### config.mk
export PLATFORM = sky130hd
export DESIGN_NAME = hex_sr_ctrl
export DESIGN_NICKNAME = d
export VERILOG_FILES = /design/src/rtl/hex_sr_pkg.sv /design/src/rtl/sr_pos_counter.sv /design/src/rtl/hex_sr_ctrl.sv
export SDC_FILE = /design/constraint.sdc
export NUM_CORES = 1
export LEC_CHECK = 0
export CAP_MARGIN = 20
export CORE_MARGIN = 2
export CORE_UTILIZATION = 41
export DETAILED_ROUTE_END_ITERATION = 16
export PLACE_DENSITY_LB_ADDON = 0.08
export SLEW_MARGIN = 10
export SYNTH_ARGS = -nofsm -noshare
export SYNTH_HDL_FRONTEND = slang
export SYNTH_SLANG_ARGS = --single-unit
### constraint.sdc
create_clock -name clk -period 1.58 [get_ports clk]
set_input_delay 0.395 -clock clk [delete_from_list [all_inputs] [get_ports clk]]
set_output_delay 0.395 -clock clk [all_outputs]
set_load 0.05 [all_outputs]
### src/rtl/hex_sr_pkg.sv
// ============================================================================
// Module : hex_sr_pkg
// Brief  : Shared types and defaults for the hex shift-register controller.
// Rev    : 1.0 - initial release
// ============================================================================
`default_nettype none

package hex_sr_pkg;

  localparam int DEFAULT_LENGTH = 62;
  localparam int DEFAULT_WIDTH  = 6;

  typedef enum logic [1:0] {
    ST_CLEAR = 2'd0,
    ST_IDLE  = 2'd1,
    ST_WAIT  = 2'd2,
    ST_RESP  = 2'd3
  } state_t;

endpackage

`default_nettype wire

### src/rtl/sr_pos_counter.sv
// ============================================================================
// Module : sr_pos_counter
// Brief  : Modulo-LENGTH counter naming the word currently at the SR output.
// Rev    : 1.0 - initial release
// ============================================================================
`default_nettype none

module sr_pos_counter #(
  parameter int LENGTH = 62,
  parameter int AW     = $clog2(LENGTH)
) (
  input  logic          clk,
  input  logic          rst,
  output logic [AW-1:0] pos
);

  localparam logic [AW-1:0] c_last_pos = AW'(LENGTH - 1);

  logic [AW-1:0] r_pos;

  always_ff @(posedge clk) begin
    if (rst) begin
      r_pos <= '0;
    end else if (r_pos == c_last_pos) begin
      r_pos <= '0;
    end else begin
      r_pos <= r_pos + 1'b1;
    end
  end

  assign pos = r_pos;

endmodule

`default_nettype wire

### src/rtl/hex_sr_ctrl.sv
// ============================================================================
// Module : hex_sr_ctrl
// Brief  : Random-access read/write controller for a recirculating SR memory.
// Rev    : 1.0 - initial release
// ============================================================================
`default_nettype none

module hex_sr_ctrl
  import hex_sr_pkg::*;
#(
  parameter  int LENGTH         = DEFAULT_LENGTH,
  parameter  int WIDTH          = DEFAULT_WIDTH,
  parameter  int CLEAR_ON_RESET = 1,
  localparam int AW             = $clog2(LENGTH)
) (
  input  logic             clk,
  input  logic             rst,
  input  logic             req_valid,
  output logic             req_ready,
  input  logic             req_write,
  input  logic [AW-1:0]    req_addr,
  input  logic [WIDTH-1:0] req_wdata,
  output logic             rsp_valid,
  output logic             rsp_err,
  output logic [WIDTH-1:0] rsp_rdata,
  output logic             sr_recirc,
  output logic [WIDTH-1:0] sr_data_in,
  input  logic [WIDTH-1:0] sr_data_out,
  output logic [AW-1:0]    pos
);

  localparam state_t        c_reset_state = (CLEAR_ON_RESET != 0) ? ST_CLEAR : ST_IDLE;
  localparam logic [AW-1:0] c_last_pos    = AW'(LENGTH - 1);
  localparam logic [AW:0]   c_length      = (AW+1)'(LENGTH);

  state_t           r_state;
  state_t           w_state_nxt;
  logic             r_write;
  logic [AW-1:0]    r_addr;
  logic [WIDTH-1:0] r_wdata;
  logic [WIDTH-1:0] r_rdata;
  logic             r_err;
  logic             w_accept;
  logic             w_addr_bad;
  logic             w_hit;

  sr_pos_counter #(
    .LENGTH (LENGTH),
    .AW     (AW)
  ) u_pos (
    .clk (clk),
    .rst (rst),
    .pos (pos)
  );

  assign w_accept   = req_valid & req_ready;
  assign w_addr_bad = ({1'b0, req_addr} >= c_length);
  assign w_hit      = (r_state == ST_WAIT) && (pos == r_addr);

  always_ff @(posedge clk) begin
    if (rst) begin
      r_state <= c_reset_state;
    end else begin
      r_state <= w_state_nxt;
    end
  end

  // SR drive depends only on state, position and latched fields, never on sr_data_out.
  always_comb begin
    w_state_nxt = r_state;
    req_ready   = 1'b0;
    rsp_valid   = 1'b0;
    rsp_err     = 1'b0;
    sr_recirc   = 1'b1;
    sr_data_in  = '0;
    case (r_state)
      ST_CLEAR: begin
        sr_recirc = 1'b0;
        if (pos == c_last_pos) begin
          w_state_nxt = ST_IDLE;
        end
      end
      ST_IDLE: begin
        req_ready = 1'b1;
        if (w_accept) begin
          w_state_nxt = w_addr_bad ? ST_RESP : ST_WAIT;
        end
      end
      ST_WAIT: begin
        if (w_hit) begin
          if (r_write) begin
            sr_recirc  = 1'b0;
            sr_data_in = r_wdata;
          end
          w_state_nxt = ST_RESP;
        end
      end
      ST_RESP: begin
        rsp_valid   = 1'b1;
        rsp_err     = r_err;
        w_state_nxt = ST_IDLE;
      end
      default: w_state_nxt = c_reset_state;
    endcase
  end

  always_ff @(posedge clk) begin
    if (rst) begin
      r_write <= 1'b0;
      r_addr  <= '0;
      r_wdata <= '0;
      r_err   <= 1'b0;
      r_rdata <= '0;
    end else begin
      if (w_accept) begin
        r_write <= req_write;
        r_addr  <= req_addr;
        r_wdata <= req_wdata;
        r_err   <= w_addr_bad;
        r_rdata <= '0;
      end
      if (w_hit && !r_write) begin
        r_rdata <= sr_data_out;
      end
    end
  end

  assign rsp_rdata = r_rdata;

endmodule

`default_nettype wire
After elaboration in Yosys (flattened, before gate mapping)
Cells that the tools add are included.
W data, S select, Z words.
{ "word_totals": {"ff_bits": 28, "latchBits": 0, "mem_bits_rw": 0, "mem_bits_ro": 0, "in_bits": 22, "out_inout_bits": 22, "word_cells": 41, "n_memories": 0} }
{ "op_classes": {"n_addsub": 1, "multipliers": 0, "n_div": 0, "magnitude_cmp": 1, "eq_ne": 8, "n_shift": 0, "mux": 16, "bitwise": 1, "n_reduce_logical": 7} }
{ "ops": {"columns": ["operator", "n"], "rows": [
  ["$mux W6", 5],
  ["$pmux W2 S4", 1],
  ["$add A6 B1 Y6 const B", 1],
  ["$eq A6 B6 Y1", 1],
  ["$eq A6 B6 Y1 const B", 1],
  ["$ge A6 B6 Y1 const B", 1],
  ["$mux W1", 6],
  ["$mux W2", 3],
  ["$ne A2 B2 Y1 const B", 3],
  ["$eq A2 B2 Y1 const B", 2],
  ["$reduce_and A3 Y1", 1],
  ["$eq A2 B1 Y1 const B", 1],
  ["$logic_and A1 B1 Y1", 2],
  ["$logic_not A2 Y1", 1],
  ["$pmux W1 S2", 1],
  ["$reduce_bool A2 Y1", 1],
  ["$reduce_or A2 Y1", 1],
  ["$and A1 B1 Y1", 1],
  ["$logic_not A1 Y1", 1]
]} }

Logic depth before layout (Yosys ltp)
{ "logic_depth": {"depth_word": 5, "depth_mapped": 7} }

Modules after synthesis
From an unflattened synthesis, not the netlist that was laid out.
{ "hier_totals": {"cells_unflattened": 159, "hier_area_um2": 1285.0} }
{ "by_module_without_submodules": {"columns": ["mod", "instances", "cells_per_inst", "area_per_inst_um2"], "rows": [
  ["hex_sr_ctrl", 1, 132, 1034.7],
  ["sr_pos_counter", 1, 27, 250.2]
]} }

Least setup slack after synthesis
No wires, ideal clock.
{ "synth_path": {"path_type": "reg-to-output", "start": "register u_pos.r_pos[0] (netlist: u_pos.pos[0])", "end": "output sr_recirc", "arrival_ns": 2.188, "slack_ns": -1.003, "path_stages_with_launch": 6, "n_path_buf": 1, "cell_sequence": "dfxtp_1 -> xnor2_1 -> and4_1 -> buf_6 -> and4_1 -> a21oi_1"} }
{ "synth_via": {"elab_chain_cells": 4} }
{ "synth_rtl": {"columns": ["element", "line_no", "rtl"], "rows": [
  ["from (decl)", "sr_pos_counter.sv:19", "logic [AW-1:0] r_pos;"],
  ["from (signal assigned)", "sr_pos_counter.sv:27", "r_pos <= r_pos + 1'b1;"],
  ["$eq A6 B6 Y1", "hex_sr_ctrl.sv:58", "assign w_hit = (r_state == ST_WAIT) && (pos == r_addr);"],
  ["$logic_and A1 B1 Y1", "hex_sr_ctrl.sv:58", null],
  ["$mux W1", "hex_sr_ctrl.sv:90", "if (w_hit) begin"],
  ["$pmux W1 S2", "hex_sr_ctrl.sv:76", "case (r_state)"],
  ["to (decl)", "hex_sr_ctrl.sv:26", "output logic sr_recirc,"]
]} }
No other way between the ends.

Final worst setup path
{ "layout_path": {"start": "register r_addr[2]", "end": "output sr_data_in[1]"} }
{ "layout_via": {"elab_chain_cells": 4} }
{ "layout_rtl": {"columns": ["element", "line_no", "rtl"], "rows": [
  ["from (decl)", "hex_sr_ctrl.sv:39", "logic [AW-1:0] r_addr;"],
  ["from (signal assigned)", "hex_sr_ctrl.sv:117", "r_addr <= req_addr;"],
  ["$eq A6 B6 Y1", "hex_sr_ctrl.sv:58", null],
  ["$logic_and A1 B1 Y1", "hex_sr_ctrl.sv:58", null],
  ["$mux W6", "hex_sr_ctrl.sv:90", null],
  ["$mux W6", "hex_sr_ctrl.sv:76", null],
  ["to (decl)", "hex_sr_ctrl.sv:27", "output logic [WIDTH-1:0] sr_data_in,"]
]} }
No other way between the ends.

==> impl_metrics.csv <==
group,metric,value,unit
timing,layout_min_cycle_time,2.14,ns
floorplanning,die_y,61.6,um
floorplanning,core,3100,um2
worst_hold_path,worst_hold_path_type,"reg -> reg",
worst_setup_path,cp.required,1.18,ns
logic_synthesis,synth_common_cells,"nand2_1, dfxtp_1, a21oi_1",
logic_synthesis,synth-edff-count,0,
worst_hold_path,hold_depth,2,
worst_setup_path,setup.worst_path.start_class,"flop",
clock_network,htree_num_levels,1,
drt,drt_via_density,5.26,
grt,grt_start_max_net_pins,21,
drt,met3RoutedLength,156,um
drt,drt.antenna.violating_nets,0,
drt,wl_met1,1.73,mm
floorplanning,design.portCount,44,
worst_setup_path,worstRegToRegCells,7,
drt,drt_drc_violations_left,0,
power_and_ir_drop,cellLeakagePower,0.000914,uW
cells_and_area,final_cell_area,2500,um2
cells_and_area,syn2layout_area_growth,84.2,%
worst_setup_path,critPathKind,"reg -> out",
power_and_ir_drop,vdd_drop_max,0.342,mV
clock_network,path_clk_slew,0.16,ns
logic_synthesis,synthesis.instances,161,
logic_synthesis,post_synth_instance_area,1360,um2
timing,setup-tns-final,-3.97,ns
logic_synthesis,top_area_cell_type_share_of_the_netlist_area,41.3,%
clock_network,clockRootBuffer,"clkbuf_4",
clock_network,cts_tree,"yes",
drt,top_layer_used,"met4",
clock_network,post_cts_hold_buffer_count,0,
drt,wl_per_cell,15.7,um
logic_synthesis,syn_area_per_cell,8.44,um2
logic_synthesis,ys_top_cells_by_area,"dfxtp_1, nand2_1, a21oi_1, ha_1, xnor2_1",
timing,timing_max_transition_violations_final,0,
drt,finalWirelength,4.30,mm
worst_setup_path,worstReg2RegStart,"r_state[0]",
job,cap_viol_max_count,0,
logic_synthesis,syn-num-nets,189,
worst_hold_path,hold_path.startpoint,"r_wdata[3]",
floorplanning,dieArea,3790,um2
worst_setup_path,cp_slowest_stage_delay,0.38,ns
logic_synthesis,seq_area_frac_synth,41.3,%
cells_and_area,layout-drive-gt1-share,42.9,%
cells_and_area,finalNonFillerCells,275,
logic_synthesis,yosysWarnings,0,
logic_synthesis,dominantRegCellSynth,"dfxtp_1",
cells_and_area,design.final.nets,260,
clock_network,worst_skew_pair_latency,0.34,ns
drt,detail_route.iter0.violations,72,
logic_synthesis,ys_seq_elements,28,
outcome,violations_in_the_final_reports,"negative setup slack",
logic_synthesis,synth_cell_types,30,
grt,global_route.usage.total,23.9,%
timing,setup_viols_final,10,
logic_synthesis,async_flop_share,0,%
floorplanning,initial_utilization,43.8,%
grt,grt_pass1_wl,6.60,mm
cells_and_area,n_antenna_cell,0,
floorplanning,die_x,61.6,um
placement,place_area,2290,um2
worst_setup_path,worst_path_dominant_cell_family,"simple AND/OR/NAND/NOR gates",
timing,final.period_utilization,136,%
timing,fmaxAchievable,467,MHz
logic_synthesis,netlist.top_cell.by_area,"dfxtp_1",
worst_setup_path,critical_path.max_fanout,7,
floorplanning,rows,20,
timing,rsz0062_at_grt,"true",
outcome,outcome,"complete, but fails checks",
timing,maxSlewHeadroom,68.4,%
drt,dr.pass1.iters,4,
placement,gp_congestion,0.836,
timing,max_slew.worst_pin.slew,0.473,ns
clock_network,clk_path_buf_depth,2,
grt,antenna_violations_before_repair,0,
worst_setup_path,cp_num_cells,5,
worst_setup_path,timing.critical_path.arrival,1.75,ns
worst_setup_path,cp_cell_sequence,"xnor2_2 > and2_1 > and4_4 > and2_4 > buf_12",
drt,num_vias,1446,
placement,hpwlAfterDp,2.97,mm
drt,met2_wirelength,2.32,mm
timing,fin_ws,-0.562,ns
placement,placed_cells_incl_taps,263,
grt,grt.overflow.total,0,
worst_setup_path,master_of_the_slowest_instance_on_the_critical_path,"dfxtp_1",
worst_setup_path,crit_buf_inv,1,
clock_network,clock_sinks,28,
placement,number_of_buffers_inserted_by_port_buffering,43,
timing,final.setup_skew,0.00220,ns
power_and_ir_drop,power_density,545,nW/um2
worst_setup_path,crit_path_start,"r_addr[2]",
timing,report.final.hold_viol_count,0,
grt,grt_pass1_vias,1459,
worst_setup_path,setup.worst_path.end_class,"output pin",
logic_synthesis,most_numerous_cell_in_the_yosys_netlist,"nand2_1",
clock_network,tritoncts.num_buffers,3,
-- path summary, 6_finish.rpt --
path,slack (ns),end
hold reg to reg,0.47,r_wdata[3]
setup / recovery,-0.56,sr_data_in[1]
hold / removal,0.47,r_wdata[3]
setup reg to reg,-0.01,rsp_rdata[4]
-- registers in the layout, summed over array words and instances (netlist names) --
signal	count
r_addr	6
r_err	1
r_state	2
r_wdata	6
r_write	1
rsp_rdata	6
u_pos.pos	6
-- per-stage QoR --
step,hold slack [ns],power (uW),setup WS [ns],util (%)
6_report,0.467,1360,-0.562,80.6
5_1_grt,0.494,1410,-0.644,80.6
4_1_cts,0.469,1360,-0.548,77.3
3_5_place_dp,0.450,939,-0.215,74.0
3_3_place_gp,0.443,933,-0.175,74.0
2_1_floorplan,0.432,809,-0.219,-
-- cell usage in the layout (no fill, tap or decap), types with 2 or more instances in the layout --
| cell | count |
|---|---|
| buf_12 | 22 |
| a21oi_1 | 21 |
| and2_4 | 7 |
| buf_4 | 26 |
| nand4_1 | 2 |
| buf_6 | 5 |
| xnor2_2 | 5 |
| dfxtp_4 | 5 |
| o211ai_1 | 6 |
| and4_4 | 2 |
| mux2i_1 | 2 |
| dfxtp_2 | 7 |
| nand3_2 | 2 |
| clkdlybuf4s50_1 | 21 |
| clkbuf_4 | 3 |
| nand3_1 | 8 |
| ha_4 | 4 |
| xor2_1 | 2 |
| xnor2_1 | 2 |
| inv_1 | 2 |
| nor2_1 | 7 |
| nand2_1 | 31 |
| dfxtp_1 | 16 |
| inv_2 | 2 |
-- tightest hold or removal path, cell delays in order, from the launching register on --
cell,delay (ns)
dfxtp_1,0.34
nand2_1,0.05
a21oi_1,0.05
-- report_power, final --
| part | internal, uW | switching, uW | total (uW) |
|---|---|---|---|
| combinational | 125 | 106 | 231 |
| sequential | 707 | 7.50 | 714 |
| clock | 194 | 225 | 419 |
-- kinds of logic after synthesis --
| kind of cell | Yosys count | share of synthesized area, % |
|---|---|---|
| compound gates | 36 | 18.4 |
| fa+ha+maj | 6 | 5.52 |
| simple gates | 67 | 23.4 |
| mux | 2 | 1.47 |
| buf+inv | 13 | 4.14 |
| flops | 28 | 41.3 |
| xor+xnor | 9 | 5.80 |
-- timing repair --
item	in CTS	in global routing
setup endpoints to repair	16	17
cloned	0	0
setup buffers	4	6
resized for setup	14	17
pin swaps	3	7
-- per-layer routing --
layer,vias to the layer above,global-route usage [%]
met3,13,4.83
met1,698,27.1
met5,-,0
met2,44,42.6
met4,0,11.2
li1,691,-
-- final cells by class --
| class | instances | area (um2) |
|---|---|---|
| inverter | 5 | 21.3 |
| clock buffer | 4 | 47.5 |
| multi-input combinational | 120 | 888 |
| timing repair buffer | 74 | 902 |
| sequential | 28 | 588 |
| tap | 44 | 55.1 |
| fill | 204 | 601 |
(Power assumes the default switching activity.)
